<file path="config.mk">
export PLATFORM = sky130hd
export DESIGN_NAME = store_xlat_queue_flat
export DESIGN_NICKNAME = d
export VERILOG_FILES = /design/src/rtl/store_xlat_queue_if.sv /design/src/rtl/store_xlat_queue.sv /design/src/flat_wrapper.sv
export SDC_FILE = /design/constraint.sdc
export NUM_CORES = 1
export LEC_CHECK = 0
export CAP_MARGIN = 20
export CORE_ASPECT_RATIO = 0.75
export CORE_MARGIN = 4
export CORE_UTILIZATION = 45
export DETAILED_ROUTE_END_ITERATION = 8
export GPL_ROUTABILITY_DRIVEN = 0
export GPL_TIMING_DRIVEN = 0
export PLACE_DENSITY = 0.74
export SLEW_MARGIN = 0
export SYNTH_ARGS = -nofsm -noshare
export SYNTH_HDL_FRONTEND = slang
export SYNTH_SLANG_ARGS = --single-unit
</file>
<file path="constraint.sdc">
create_clock -name clk_i -period 3.4 [get_ports clk_i]
set_clock_uncertainty 0.1 [all_clocks]
set_input_delay 0.34 -clock clk_i [delete_from_list [all_inputs] [get_ports clk_i]]
set_output_delay 0.34 -clock clk_i [all_outputs]
set_load 0.005 [all_outputs]
</file>
<file path="src/rtl/store_xlat_queue_if.sv">
// Bundles the issue, translation, store/AMO dispatch and writeback signals of
// the store translation queue. The queue itself connects through the slave
// modport. The issuing side connects through the master modport.
interface store_xlat_queue_if #(
    parameter int unsigned XLEN          = 64,
    parameter int unsigned VLEN          = 39,
    parameter int unsigned PLEN          = 56,
    parameter int unsigned TRANS_ID_BITS = 3
);
    logic                     flush_i;
    logic                     valid_i;
    logic                     ready_o;
    logic [VLEN-1:0]          vaddr_i;
    logic [XLEN-1:0]          data_i;
    logic [XLEN/8-1:0]        be_i;
    logic [1:0]               size_i;
    logic [3:0]               amo_op_i;
    logic [TRANS_ID_BITS-1:0] trans_id_i;

    logic                     translation_req_o;
    logic [VLEN-1:0]          vaddr_o;
    logic                     dtlb_hit_i;
    logic [PLEN-1:0]          paddr_i;
    logic                     ex_valid_i;

    logic                     st_valid_o;
    logic                     st_ready_i;
    logic [PLEN-1:0]          st_paddr_o;
    logic [XLEN-1:0]          st_data_o;
    logic [XLEN/8-1:0]        st_be_o;
    logic [1:0]               st_size_o;

    logic                     amo_valid_o;
    logic                     amo_ready_i;
    logic [PLEN-1:0]          amo_paddr_o;
    logic [3:0]               amo_op_o;
    logic [XLEN-1:0]          amo_data_o;
    logic [1:0]               amo_size_o;

    logic                     wb_valid_o;
    logic [TRANS_ID_BITS-1:0] wb_trans_id_o;
    logic                     wb_ex_o;

    logic [11:0]              page_offset_i;
    logic                     page_offset_matches_o;
    logic                     empty_o;

    modport slave (
        input  flush_i, valid_i, vaddr_i, data_i, be_i, size_i, amo_op_i, trans_id_i,
               dtlb_hit_i, paddr_i, ex_valid_i, st_ready_i, amo_ready_i, page_offset_i,
        output ready_o, translation_req_o, vaddr_o,
               st_valid_o, st_paddr_o, st_data_o, st_be_o, st_size_o,
               amo_valid_o, amo_paddr_o, amo_op_o, amo_data_o, amo_size_o,
               wb_valid_o, wb_trans_id_o, wb_ex_o, page_offset_matches_o, empty_o
    );

    modport master (
        output flush_i, valid_i, vaddr_i, data_i, be_i, size_i, amo_op_i, trans_id_i,
               dtlb_hit_i, paddr_i, ex_valid_i, st_ready_i, amo_ready_i, page_offset_i,
        input  ready_o, translation_req_o, vaddr_o,
               st_valid_o, st_paddr_o, st_data_o, st_be_o, st_size_o,
               amo_valid_o, amo_paddr_o, amo_op_o, amo_data_o, amo_size_o,
               wb_valid_o, wb_trans_id_o, wb_ex_o, page_offset_matches_o, empty_o
    );
endinterface

</file>
<file path="src/rtl/store_xlat_queue.sv">
// In-order store front-end queue. Each entry is translated in order, one per
// cycle, and translation runs ahead of dispatch. Translated stores go to the
// store buffer and AMOs go to the AMO unit. Faulting entries retire at the
// head as an exception writeback and are never dispatched.
//
// entry state | meaning
// S_FREE      | slot unused
// S_WAIT_XLAT | queued, waiting for a DTLB hit
// S_XLATED    | physical address captured, eligible for dispatch at head
// S_EXC       | translation faulted, retires at head with wb_ex_o=1
module store_xlat_queue #(
    parameter int unsigned XLEN          = 64,
    parameter int unsigned VLEN          = 39,
    parameter int unsigned PLEN          = 56,
    parameter int unsigned TRANS_ID_BITS = 3,
    parameter int unsigned DEPTH         = 4
) (
    input logic             clk_i,
    input logic             rst_ni,
    store_xlat_queue_if.slave bus
);
    localparam int unsigned IW = $clog2(DEPTH);
    localparam int unsigned PW = IW + 1;
    localparam int unsigned BW = XLEN / 8;
    localparam int unsigned OW = $clog2(BW);

    typedef enum logic [1:0] {S_FREE, S_WAIT_XLAT, S_XLATED, S_EXC} ent_state_e;

    ent_state_e               state_q [DEPTH], state_d [DEPTH];
    logic [VLEN-1:0]          vaddr_q [DEPTH], vaddr_d [DEPTH];
    logic [XLEN-1:0]          data_q  [DEPTH], data_d  [DEPTH];
    logic [BW-1:0]            be_q    [DEPTH], be_d    [DEPTH];
    logic [1:0]               size_q  [DEPTH], size_d  [DEPTH];
    logic [3:0]               op_q    [DEPTH], op_d    [DEPTH];
    logic [TRANS_ID_BITS-1:0] id_q    [DEPTH], id_d    [DEPTH];
    logic [PLEN-1:0]          paddr_q [DEPTH], paddr_d [DEPTH];
    logic [PW-1:0]            head_q, head_d, xlat_q, xlat_d, tail_q, tail_d;

    logic [IW-1:0] head_idx, xlat_idx, tail_idx;
    logic          full, empty, amo_in_queue, ready, enq, xlat_req, pop;
    logic          st_valid, amo_valid, exc_pop;

    assign head_idx = head_q[IW-1:0];
    assign xlat_idx = xlat_q[IW-1:0];
    assign tail_idx = tail_q[IW-1:0];

    // Register all entry fields and the three queue pointers.
    always_ff @(posedge clk_i or negedge rst_ni) begin
        if (!rst_ni) begin
            head_q <= '0;
            xlat_q <= '0;
            tail_q <= '0;
            for (int i = 0; i < int'(DEPTH); i++) begin
                state_q[i] <= S_FREE;
                vaddr_q[i] <= '0;
                data_q[i]  <= '0;
                be_q[i]    <= '0;
                size_q[i]  <= '0;
                op_q[i]    <= '0;
                id_q[i]    <= '0;
                paddr_q[i] <= '0;
            end
        end else begin
            head_q  <= head_d;
            xlat_q  <= xlat_d;
            tail_q  <= tail_d;
            state_q <= state_d;
            vaddr_q <= vaddr_d;
            data_q  <= data_d;
            be_q    <= be_d;
            size_q  <= size_d;
            op_q    <= op_d;
            id_q    <= id_d;
            paddr_q <= paddr_d;
        end
    end

    // Next state: flush wins, otherwise enqueue, translate and retire may all happen.
    always_comb begin
        head_d  = head_q;
        xlat_d  = xlat_q;
        tail_d  = tail_q;
        state_d = state_q;
        vaddr_d = vaddr_q;
        data_d  = data_q;
        be_d    = be_q;
        size_d  = size_q;
        op_d    = op_q;
        id_d    = id_q;
        paddr_d = paddr_q;
        if (bus.flush_i) begin
            head_d = '0;
            xlat_d = '0;
            tail_d = '0;
            for (int i = 0; i < int'(DEPTH); i++) state_d[i] = S_FREE;
        end else begin
            if (enq) begin
                state_d[tail_idx] = S_WAIT_XLAT;
                vaddr_d[tail_idx] = bus.vaddr_i;
                // Stores are lane-aligned to the doubleword; AMO operands stay as issued.
                data_d[tail_idx]  = (bus.amo_op_i == 4'd0)
                                  ? (bus.data_i << {bus.vaddr_i[OW-1:0], 3'b000})
                                  : bus.data_i;
                be_d[tail_idx]    = bus.be_i;
                size_d[tail_idx]  = bus.size_i;
                op_d[tail_idx]    = bus.amo_op_i;
                id_d[tail_idx]    = bus.trans_id_i;
                tail_d            = tail_q + PW'(1);
            end
            if (xlat_req && bus.dtlb_hit_i) begin
                if (bus.ex_valid_i) begin
                    state_d[xlat_idx] = S_EXC;
                end else begin
                    state_d[xlat_idx] = S_XLATED;
                    paddr_d[xlat_idx] = bus.paddr_i;
                end
                xlat_d = xlat_q + PW'(1);
            end
            if (pop) begin
                state_d[head_idx] = S_FREE;
                head_d            = head_q + PW'(1);
            end
        end
    end

    // Outputs and handshakes, all derived from registered state plus current inputs.
    always_comb begin
        full         = (head_q[IW-1:0] == tail_q[IW-1:0]) && (head_q[IW] != tail_q[IW]);
        empty        = (head_q == tail_q);
        amo_in_queue = !empty && (op_q[head_idx] != 4'd0);
        ready        = !full && !amo_in_queue && !((bus.amo_op_i != 4'd0) && !empty);
        enq          = bus.valid_i && ready;
        xlat_req     = (state_q[xlat_idx] == S_WAIT_XLAT);
        st_valid     = !bus.flush_i && (state_q[head_idx] == S_XLATED) && (op_q[head_idx] == 4'd0);
        amo_valid    = !bus.flush_i && (state_q[head_idx] == S_XLATED) && (op_q[head_idx] != 4'd0);
        exc_pop      = !bus.flush_i && (state_q[head_idx] == S_EXC);
        pop          = (st_valid && bus.st_ready_i) || (amo_valid && bus.amo_ready_i) || exc_pop;

        bus.ready_o           = ready;
        bus.empty_o           = empty;
        bus.translation_req_o = xlat_req;
        bus.vaddr_o           = xlat_req ? vaddr_q[xlat_idx] : '0;

        bus.st_valid_o  = st_valid;
        bus.st_paddr_o  = '0;
        bus.st_data_o   = '0;
        bus.st_be_o     = '0;
        bus.st_size_o   = '0;
        if (st_valid) begin
            bus.st_paddr_o = paddr_q[head_idx];
            bus.st_data_o  = data_q[head_idx];
            bus.st_be_o    = be_q[head_idx];
            bus.st_size_o  = size_q[head_idx];
        end

        bus.amo_valid_o = amo_valid;
        bus.amo_paddr_o = '0;
        bus.amo_op_o    = '0;
        bus.amo_data_o  = '0;
        bus.amo_size_o  = '0;
        if (amo_valid) begin
            bus.amo_paddr_o = paddr_q[head_idx];
            bus.amo_op_o    = op_q[head_idx];
            bus.amo_data_o  = data_q[head_idx];
            bus.amo_size_o  = size_q[head_idx];
        end

        bus.wb_valid_o    = pop;
        bus.wb_trans_id_o = pop ? id_q[head_idx] : '0;
        bus.wb_ex_o       = exc_pop;

        bus.page_offset_matches_o = enq && (bus.vaddr_i[11:0] == bus.page_offset_i);
        for (int i = 0; i < int'(DEPTH); i++) begin
            if (state_q[i] != S_FREE && vaddr_q[i][11:0] == bus.page_offset_i)
                bus.page_offset_matches_o = 1'b1;
        end
    end
endmodule

</file>
<file path="src/flat_wrapper.sv">
// flat-port wrapper written by rule: the top's interface ports become plain ports
module store_xlat_queue_flat 
#(
    parameter int unsigned XLEN          = 64,
    parameter int unsigned VLEN          = 39,
    parameter int unsigned PLEN          = 56,
    parameter int unsigned TRANS_ID_BITS = 3,
    parameter int unsigned DEPTH         = 4
)
  (clk_i, rst_ni, bus_flush_i, bus_valid_i, bus_vaddr_i, bus_data_i, bus_be_i, bus_size_i, bus_amo_op_i, bus_trans_id_i, bus_dtlb_hit_i, bus_paddr_i, bus_ex_valid_i, bus_st_ready_i, bus_amo_ready_i, bus_page_offset_i, bus_ready_o, bus_translation_req_o, bus_vaddr_o, bus_st_valid_o, bus_st_paddr_o, bus_st_data_o, bus_st_be_o, bus_st_size_o, bus_amo_valid_o, bus_amo_paddr_o, bus_amo_op_o, bus_amo_data_o, bus_amo_size_o, bus_wb_valid_o, bus_wb_trans_id_o, bus_wb_ex_o, bus_page_offset_matches_o, bus_empty_o);
  store_xlat_queue_if #(.XLEN(XLEN), .VLEN(VLEN), .PLEN(PLEN), .TRANS_ID_BITS(TRANS_ID_BITS)) bus_i ();
  input logic clk_i;
  input logic rst_ni;
  input wire logic [$bits(bus_i.flush_i)-1:0] bus_flush_i;
  input wire logic [$bits(bus_i.valid_i)-1:0] bus_valid_i;
  input wire logic [$bits(bus_i.vaddr_i)-1:0] bus_vaddr_i;
  input wire logic [$bits(bus_i.data_i)-1:0] bus_data_i;
  input wire logic [$bits(bus_i.be_i)-1:0] bus_be_i;
  input wire logic [$bits(bus_i.size_i)-1:0] bus_size_i;
  input wire logic [$bits(bus_i.amo_op_i)-1:0] bus_amo_op_i;
  input wire logic [$bits(bus_i.trans_id_i)-1:0] bus_trans_id_i;
  input wire logic [$bits(bus_i.dtlb_hit_i)-1:0] bus_dtlb_hit_i;
  input wire logic [$bits(bus_i.paddr_i)-1:0] bus_paddr_i;
  input wire logic [$bits(bus_i.ex_valid_i)-1:0] bus_ex_valid_i;
  input wire logic [$bits(bus_i.st_ready_i)-1:0] bus_st_ready_i;
  input wire logic [$bits(bus_i.amo_ready_i)-1:0] bus_amo_ready_i;
  input wire logic [$bits(bus_i.page_offset_i)-1:0] bus_page_offset_i;
  output wire logic [$bits(bus_i.ready_o)-1:0] bus_ready_o;
  output wire logic [$bits(bus_i.translation_req_o)-1:0] bus_translation_req_o;
  output wire logic [$bits(bus_i.vaddr_o)-1:0] bus_vaddr_o;
  output wire logic [$bits(bus_i.st_valid_o)-1:0] bus_st_valid_o;
  output wire logic [$bits(bus_i.st_paddr_o)-1:0] bus_st_paddr_o;
  output wire logic [$bits(bus_i.st_data_o)-1:0] bus_st_data_o;
  output wire logic [$bits(bus_i.st_be_o)-1:0] bus_st_be_o;
  output wire logic [$bits(bus_i.st_size_o)-1:0] bus_st_size_o;
  output wire logic [$bits(bus_i.amo_valid_o)-1:0] bus_amo_valid_o;
  output wire logic [$bits(bus_i.amo_paddr_o)-1:0] bus_amo_paddr_o;
  output wire logic [$bits(bus_i.amo_op_o)-1:0] bus_amo_op_o;
  output wire logic [$bits(bus_i.amo_data_o)-1:0] bus_amo_data_o;
  output wire logic [$bits(bus_i.amo_size_o)-1:0] bus_amo_size_o;
  output wire logic [$bits(bus_i.wb_valid_o)-1:0] bus_wb_valid_o;
  output wire logic [$bits(bus_i.wb_trans_id_o)-1:0] bus_wb_trans_id_o;
  output wire logic [$bits(bus_i.wb_ex_o)-1:0] bus_wb_ex_o;
  output wire logic [$bits(bus_i.page_offset_matches_o)-1:0] bus_page_offset_matches_o;
  output wire logic [$bits(bus_i.empty_o)-1:0] bus_empty_o;
  assign bus_i.flush_i = bus_flush_i;
  assign bus_i.valid_i = bus_valid_i;
  assign bus_i.vaddr_i = bus_vaddr_i;
  assign bus_i.data_i = bus_data_i;
  assign bus_i.be_i = bus_be_i;
  assign bus_i.size_i = bus_size_i;
  assign bus_i.amo_op_i = bus_amo_op_i;
  assign bus_i.trans_id_i = bus_trans_id_i;
  assign bus_i.dtlb_hit_i = bus_dtlb_hit_i;
  assign bus_i.paddr_i = bus_paddr_i;
  assign bus_i.ex_valid_i = bus_ex_valid_i;
  assign bus_i.st_ready_i = bus_st_ready_i;
  assign bus_i.amo_ready_i = bus_amo_ready_i;
  assign bus_i.page_offset_i = bus_page_offset_i;
  assign bus_ready_o = bus_i.ready_o;
  assign bus_translation_req_o = bus_i.translation_req_o;
  assign bus_vaddr_o = bus_i.vaddr_o;
  assign bus_st_valid_o = bus_i.st_valid_o;
  assign bus_st_paddr_o = bus_i.st_paddr_o;
  assign bus_st_data_o = bus_i.st_data_o;
  assign bus_st_be_o = bus_i.st_be_o;
  assign bus_st_size_o = bus_i.st_size_o;
  assign bus_amo_valid_o = bus_i.amo_valid_o;
  assign bus_amo_paddr_o = bus_i.amo_paddr_o;
  assign bus_amo_op_o = bus_i.amo_op_o;
  assign bus_amo_data_o = bus_i.amo_data_o;
  assign bus_amo_size_o = bus_i.amo_size_o;
  assign bus_wb_valid_o = bus_i.wb_valid_o;
  assign bus_wb_trans_id_o = bus_i.wb_trans_id_o;
  assign bus_wb_ex_o = bus_i.wb_ex_o;
  assign bus_page_offset_matches_o = bus_i.page_offset_matches_o;
  assign bus_empty_o = bus_i.empty_o;
  store_xlat_queue #(.XLEN(XLEN), .VLEN(VLEN), .PLEN(PLEN), .TRANS_ID_BITS(TRANS_ID_BITS), .DEPTH(DEPTH)) u_core (.clk_i(clk_i), .rst_ni(rst_ni), .bus(bus_i));
endmodule
</file>
==> summary.md, run 1 <==
| Metric | Value |
|---|---|
| Die W | `between 300 and 400 um` |
| Top cells by area, synth | `dfrtp_1 (50%), mux2_2 (16%), mux4_2 (14%)` |
| Synth cell types | `between 50 and 60` |
| Ys async rst share | `1.00` |
| Post-synth top flop | `dfrtp_1` |
| RSZ-0062 raised after global routing | `yes` |
| DRT antenna net count | `0` |
| Die H | `252 um` |
| First-iteration detailed-routing DRC count | `2677` |
| Hold WC Path Type | `in2reg` |
| Pwr dens | `~700 nW/um^2` |
| Slew HR | `0.365` |
| Crit path kind | `reg2out` |
| Vias in the first global route | `~28000` |
| Per-cell routed wire length | `~27 um` |
| Worst endpoint required time | `slightly below 3000 ps` |
| Number of max-cap violations | `0` |
| Area delta synth->final | `35.0%` |
| CTS root buf | `clkbuf_16` |
| DR vias | `around 27000` |
| Longest Clk Path Bufs | `3` |
| Total grt overflow | `0` |
| Fin crit share | `1.08` |
| Overall power | `~0.034 W` |
| Failing checks | `negative setup slack` |
| Num Clock Sinks | `a little over 700` |
| Core Area | `78700 um^2` |
| IO buf count | `487` |
| Crit start category | `register` |
| Sequential-to-total area share from yosys stat | `0.503` |
| Share of post-route cells with drive strength above 1 | `0.452` |
| CP max FO | `8` |
| Final cell count without fillers | `approximately 4600` |
| Clock-pin slew on the worst setup and hold paths | `~60 ps` |
| Slew Limit Fails | `0` |
| Lkg Pwr | `about 22 nW` |
| Post-Place Setup Slack | `-2450 ps` |
| First-pass GRT wire length | `about 180 mm` |
| Final WL | `about 120 mm` |
| DRC viols | `0` |
| Netlist Area Pre-Place | `35800 um^2` |
| GRT met1 Usage | `0.411` |
| Mapped Nets | `slightly below 3000` |
| Met2 Resource Use GR | `0.438` |
| First-pass DRT Iterations | `6` |
| # H-tree levels | `3` |
| Initial antenna violation count | `17` |
| Largest net degree at the start of global routing | `around 130` |
| Die Area | `roughly 84000 um^2` |
| Worst vdd ir | `slightly above 0.0005 V` |
| Post-synth top area cell | `dfrtp_1` |
| Dpl hpwl | `between 80 and 90 mm` |
| Final hold viol count | `0` |
| # fillers | `6034` |
| Post-synth top area share | `0.503` |
| Synth warn | `0` |
| Clock Latency Late Sink | `roughly 640 ps` |
| Crit path time final | `roughly 3700 ps` |
| Crit end category | `output port` |
| Starting Density | `0.455` |
| Post-Syn Instances | `between 2000 and 3000` |
| Placement Cell Area | `42300 um^2` |
| Syn_area_per_cell | `between 10 and 15 um^2` |
| M3 GR Usage | `0.0697` |
| Yosys reg bits | `between 700 and 800` |
| Layout Utilization | `0.614` |
| # rows | `89` |
| Arrival time worst endpoint | `between 3000 and 4000 ps` |
| Post-Layout Inst Area | `about 48000 um^2` |
| Layout Nets | `between 3000 and 4000` |
| F_max | `between 200 and 300 MHz` |
| Num ports | `502` |
| Slew @ Worst Pin | `952 ps` |
| Total CTS buffers | `75` |
| Layer with the highest usage | `met2` |
| Final Setup Violations | `a little under 300` |
| CTS tree | `yes` |
| Setup ws final | `-273 ps` |
| Vias/cell | `just under 6` |
| Post-synth EDFFs | `0` |
| Status | `complete, but fails checks` |
| GRT Total Usage | `0.286` |
| Placed insts | `~4300` |
power by group:
| group | switching, W | internal, W | total, W |
|---|---|---|---|
| logic | 0.00515 | 0.00629 | 0.0114 |
| registers | 0.00168 | 0.0116 | 0.0133 |
| clock network | 0.00365 | 0.00536 | 0.00901 |
| total | 0.0105 | 0.0232 | 0.0337 |
critical path, stage by stage, from the launching register on:
cell	delay, ps
dfrtp_1	360
buf_6	150
mux4_2	560
nor4_4	320
buf_4	180
buf_6	100
nor3_4	40
buf_12	160
clkbuf_16	180
clkbuf_16	160
buf_12	120
and2_4	130
buf_6	100
Yosys cell counts, drive strengths merged (2+ instances only):
library cell    n
dfrtp         720
mux2          516
nand2         254
mux4          219
o21ai         196
and2          169
clkbuf        165
and3          131
buf            69
xor2           46
nor2           35
a21oi          34
a22oi          23
xnor2          23
nor4           20
ha             12
nand2b         12
inv            11
mux2i          11
a2bb2oi         9
a211oi          8
a22o            8
nand4           7
o2bb2ai         7
o31a            7
nor3            5
nand3b          4
o211ai          4
a21o            3
a221oi          3
nand3           3
a32oi           2
nor2b           2
o2111ai         2
or2             2
flip-flops by register name, indices dropped and copies added (netlist names), 8 cells and up:
| name | count |
|---|---|
| u_core.state_q | 8 |
| u_core.id_q | 12 |
| u_core.be_q | 32 |
| u_core.size_q | 8 |
| u_core.paddr_q | 224 |
| u_core.vaddr_q | 156 |
| u_core.op_q | 16 |
| u_core.data_q | 256 |
through the flow:
step	hold WS, ps	setup TNS [ps]
CTS	134	-45020
global placement	357	-
finish	183	-35830
global route	191	-77300
detailed placement	315	-636270
floorplan	-55.6	0
metal layers:
layer,vias up,part of all wire
li1,11519,-
met1,14298,0.42
met2,1318,0.46
met3,267,0.093
met4,10,0.028
met5,-,0.00047
path summary, 6_finish.rpt:
path	startpoint	endpoint	slack [ps]	depth (start not counted)
worst max-delay path	u_core.head_q[0]$_DFFE_PN0P_	bus_amo_size_o[1]	-270	12
max in group asynchronous	rst_ni	u_core.data_q[41]$_DFFE_PN0P_	1310	4
min in group asynchronous	rst_ni	u_core.vaddr_q[130]$_DFFE_PN0P_	230	2
worst max register to register	u_core.head_q[0]$_DFFE_PN0P_	u_core.vaddr_q[84]$_DFFE_PN0P_	-90	12
worst min-delay path	bus_flush_i	u_core.state_q[6]$_DFF_PN0_	180	3
worst min register to register	u_core.data_q[2]$_DFFE_PN0P_	u_core.data_q[2]$_DFFE_PN0P_	380	2
logic make-up (layout without fill, tap and decap cells):
| family | after synthesis | in the layout | synth area share |
|---|---|---|---|
| simple gates | 648 | 648 | 0.0937 |
| xor+xnor | 69 | 69 | 0.0169 |
| compound gates | 313 | 313 | 0.0515 |
| fa+ha+maj | 12 | 12 | 0.00419 |
| flops | 720 | 720 | 0.503 |
| mux | 746 | 746 | 0.303 |
| other cells | 0 | 12 | 0 |
| buf+inv | 245 | 1037 | 0.0273 |
repair_timing:
item,CTS,global route
resized for setup,1321,430
setup buffers,94,57
setup endpoints to repair,801,528
cloned,21,7
hold buffers,1,0
hold endpoints to repair,86,0
pin swaps,23,14
cell usage in the layout (no fill, tap or decap), types with 9 or more instances in the layout:
master	instances
dfrtp_1	718
buf_2	106
mux2i_1	10
clkinv_2	13
clkbuf_1	102
nand2_1	252
clkdlybuf4s50_1	222
a2bb2oi_1	9
buf_1	14
and2_4	108
mux2_2	516
clkbuf_4	13
buf_6	203
nand2b_1	12
ha_1	12
mux4_2	219
o21ai_0	196
buf_12	33
xor2_1	46
a22oi_1	23
a21oi_1	29
buf_16	13
and2_1	61
clkbuf_2	51
clkbuf_8	18
dlymetal6s2s_1	9
buf_8	39
and3_1	72
bufinv_16	12
xnor2_1	23
and3_4	59
nor4_1	18
clkbuf_16	105
buf_4	56
nor2_1	34
diode_2	12
area by class of cell:
| class | instances | area, um^2 | area share |
|---|---|---|---|
| diodes | 12 | 30.0 | 0.000621 |
| plain buffers | 222 | 1640 | 0.0339 |
| clock buffers | 104 | 2140 | 0.0442 |
| clock inverters | 34 | 553 | 0.0114 |
| inverters | 11 | 45.0 | 0.000932 |
| multi-input cells | 1788 | 17500 | 0.361 |
| flip-flops and latches | 720 | 18000 | 0.373 |
| well taps | 1046 | 1310 | 0.0271 |
| repair buffers | 666 | 7150 | 0.148 |
No activity file was read; power rests on OpenSTA's default activity.
==> run 2, diff against run 1 <==
--- a/config.mk
+++ b/config.mk
@@ -6,9 +6,9 @@
 export NUM_CORES = 1
 export LEC_CHECK = 0
 export CAP_MARGIN = 20
-export CORE_ASPECT_RATIO = 0.75
 export CORE_MARGIN = 4
 export CORE_UTILIZATION = 45
+export CTS_BUF_LIST = sky130_fd_sc_hd__clkbuf_16
 export DETAILED_ROUTE_END_ITERATION = 8
 export GPL_ROUTABILITY_DRIVEN = 0
 export GPL_TIMING_DRIVEN = 0
==> summary.md, run 2 (synthesis gave the netlist of run 1 again) <==
| Metric | Value |
|---|---|
| Critical Path Max Stage Delay | `560 ps (about the same)` |
| Total CTS buffers | `78 (+4.0%)` |
| Slew Limit Fails | `0 (unchanged)` |
| Dpl hpwl | `84.4 mm (-0.60%)` |
| First-pass GRT wire length | `180 mm (-0.26%)` |
| Die Area | `84100 um^2 (about the same)` |
| F_max | `276 MHz (+1.3%)` |
| Clock Latency Late Sink | `620 ps (-20 ps)` |
| Num ports | `502 (unchanged)` |
| CTS root buf | `clkbuf_16` |
| Per-cell routed wire length | `27.0 um (-0.23%)` |
| Hold WC Path Type | `in2async` |
| IO buf count | `487 (unchanged)` |
| Area of the multi-input gates | `17500 um^2 (about the same)` |
| Die W | `290 um (-13%)` |
| Starting Density | `0.454 (-0.000815)` |
| Slew HR | `0.407 (+0.0416)` |
| Max reg flops | `256 (unchanged)` |
| Num Clock Sinks | `720 (unchanged)` |
| Final WL | `124 mm (-0.34%)` |
| Largest regs | `u_core.data_q: 256 flops, u_core.paddr_q: 224 flops, u_core.vaddr_q: 156 flops` |
| Final TNS setup | `-22630 ps (+13200 ps)` |
| # fillers | `6105 (+1.2%)` |
| Share of post-route cells with drive strength above 1 | `0.444 (-0.00831)` |
| CP cell instances | `buf_6 > mux4_2 > nor4_4 > buf_6 > buf_12 > buf_12 > mux2i_4 > buf_6 > buf_6 > and2_4 > buf_6` |
| Layout Nets | `3683 (-0.24%)` |
| Crit end category | `output port` |
| Arrival time worst endpoint | `3180 ps (-50 ps)` |
| Setup ws final | `-225 ps (+48.2 ps)` |
| Critical path's most frequent cell | `buf_6` |
| Die H | `290 um (+15%)` |
| Vias in the first global route | `27991 (+1.2%)` |
| Number of max-cap violations | `0 (unchanged)` |
| CTS tree | `yes` |
| DR vias | `27024 (-1.4%)` |
| Failing checks | `negative setup slack` |
| Slew @ Worst Pin | `890 ps (-62.3 ps)` |
| Placed insts | `4303 (+0.12%)` |
| Crit start category | `register` |
| Vias/cell | `5.88 (-1.3%)` |
| Leading cell type in the layout, fill and taps excluded | `dfrtp_1` |
| Core Area | `78900 um^2 (+0.18%)` |
| Fin crit share | `1.07 (-0.0142)` |
| First-pass DRT Iterations | `6 (unchanged)` |
| Largest net degree at the start of global routing | `119 (-4.8%)` |
| First-iteration detailed-routing DRC count | `2164 (-19%)` |
| Worst vdd ir | `0.000366 V (-29%)` |
| # H-tree levels | `3 (unchanged)` |
| CP max FO | `6 (-2)` |
| Most flops, register | `u_core.data_q` |
| Register Area | `18000 um^2 (unchanged)` |
| Crit path time final | `3620 ps (-48.2 ps)` |
| RSZ-0062 raised after global routing | `yes` |
| Worst endpoint required time | `2960 ps (about the same)` |
| Initial antenna violation count | `16 (-1)` |
| Post-Place Setup Slack | `-2010 ps (+437 ps)` |
| Area delta synth->final | `33.4%` |
| Final hold viol count | `0 (unchanged)` |
| GRT Total Usage | `0.283 (-0.00264)` |
| DRT antenna net count | `0 (unchanged)` |
| Final cell count without fillers | `4598 (-0.11%)` |
| Commonest non-fill, non-tap cells in the layout | `dfrtp_1 (718), mux2_2 (516), nand2_1 (253)` |
| # rows | `103 (+16%)` |
| Lkg Pwr | `22.0 nW (-1.0%)` |
| Longest Clk Path Bufs | `3 (unchanged)` |
| Final Setup Violations | `234 (-20%)` |
| Slowest cell on crit path | `mux4_2` |
| Pwr dens | `687 nW/um^2 (-1.5%)` |
| DRC viols | `0 (unchanged)` |
| Crit path kind | `reg2out` |
| Clock-pin slew on the worst setup and hold paths | `70 ps (about the same)` |
| Total grt overflow | `0 (unchanged)` |
| Status | `complete, but fails checks` |
-- run 2: stage by stage --
| stage | cell area, um^2 | util | total power (W) | hold WS, ps |
|---|---|---|---|---|
| finish | 47800 | 0.606 | 0.0328 | 145 |
| global placement | 42000 | 0.532 | 0.0223 | 357 |
| detailed placement | 42300 | 0.536 | 0.0227 | 215 |
| CTS | 46900 | 0.594 | 0.0325 | 135 |
| global route | 47800 | 0.606 | 0.0344 | 197 |
| floorplan | 35800 | - | 0.0188 | -55.6 |
-- run 2: power breakdown --
group / internal, W / switching (W)
registers: 0.0116 / 0.00164
logic: 0.00625 / 0.00513
clock network: 0.00464 / 0.00355
total: 0.0225 / 0.0103
-- run 2: what timing repair did --
item	4_1_cts	5_1_grt
cloned	18	6
hold buffers	1	0
resized for setup	1376	380
pin swaps	17	10
endpoints found under the hold margin	56	0
setup endpoints to repair	766	349
buffers inserted	104	39
-- run 2: final cells by class --
type	count	area share
flip-flops and latches	720	0.377
multi-input cells	1788	0.366
repair buffers	654	0.144
clock buffers	78	0.0409
plain buffers	222	0.0332
well taps	1050	0.0275
clock inverters	64	0.00987
inverters	11	0.000943
diodes	11	0.000576
-- run 2: worst paths after layout --
path                            depth (start not counted)  slack (ps)                        endpoint                           from
worst min register to register                          2         380   u_core.data_q[18]$_DFFE_PN0P_  u_core.data_q[18]$_DFFE_PN0P_
worst max-delay path                                   11        -220            bus_wb_trans_id_o[2]   u_core.head_q[0]$_DFFE_PN0P_
min in group clk_i                                      3         200     u_core.state_q[5]$_DFF_PN0_                    bus_flush_i
worst max register to register                         11          20     u_core.be_q[30]$_DFFE_PN0P_   u_core.head_q[0]$_DFFE_PN0P_
max in group asynchronous                               5        1110   u_core.data_q[92]$_DFFE_PN0P_                         rst_ni
worst min-delay path                                    2         150  u_core.paddr_q[67]$_DFFE_PN0P_                         rst_ni
-- run 2: per-layer routing --
metal,routed length [um],share of wire,vias up,track usage
met5,44,0.00035,-,0
met4,4800,0.039,8,0.113
met3,9960,0.080,272,0.0663
met2,61400,0.50,1205,0.471
met1,47700,0.39,14036,0.362
li1,-,-,11503,-
-- run 2: critical path, delay by kind of cell (launching register included) --
kind / cells / cell delay [ps]
buffers and inverters: 7 / 900
flip-flops: 1 / 370
multiplexers: 2 / 780
AND/OR/NAND/NOR: 2 / 520
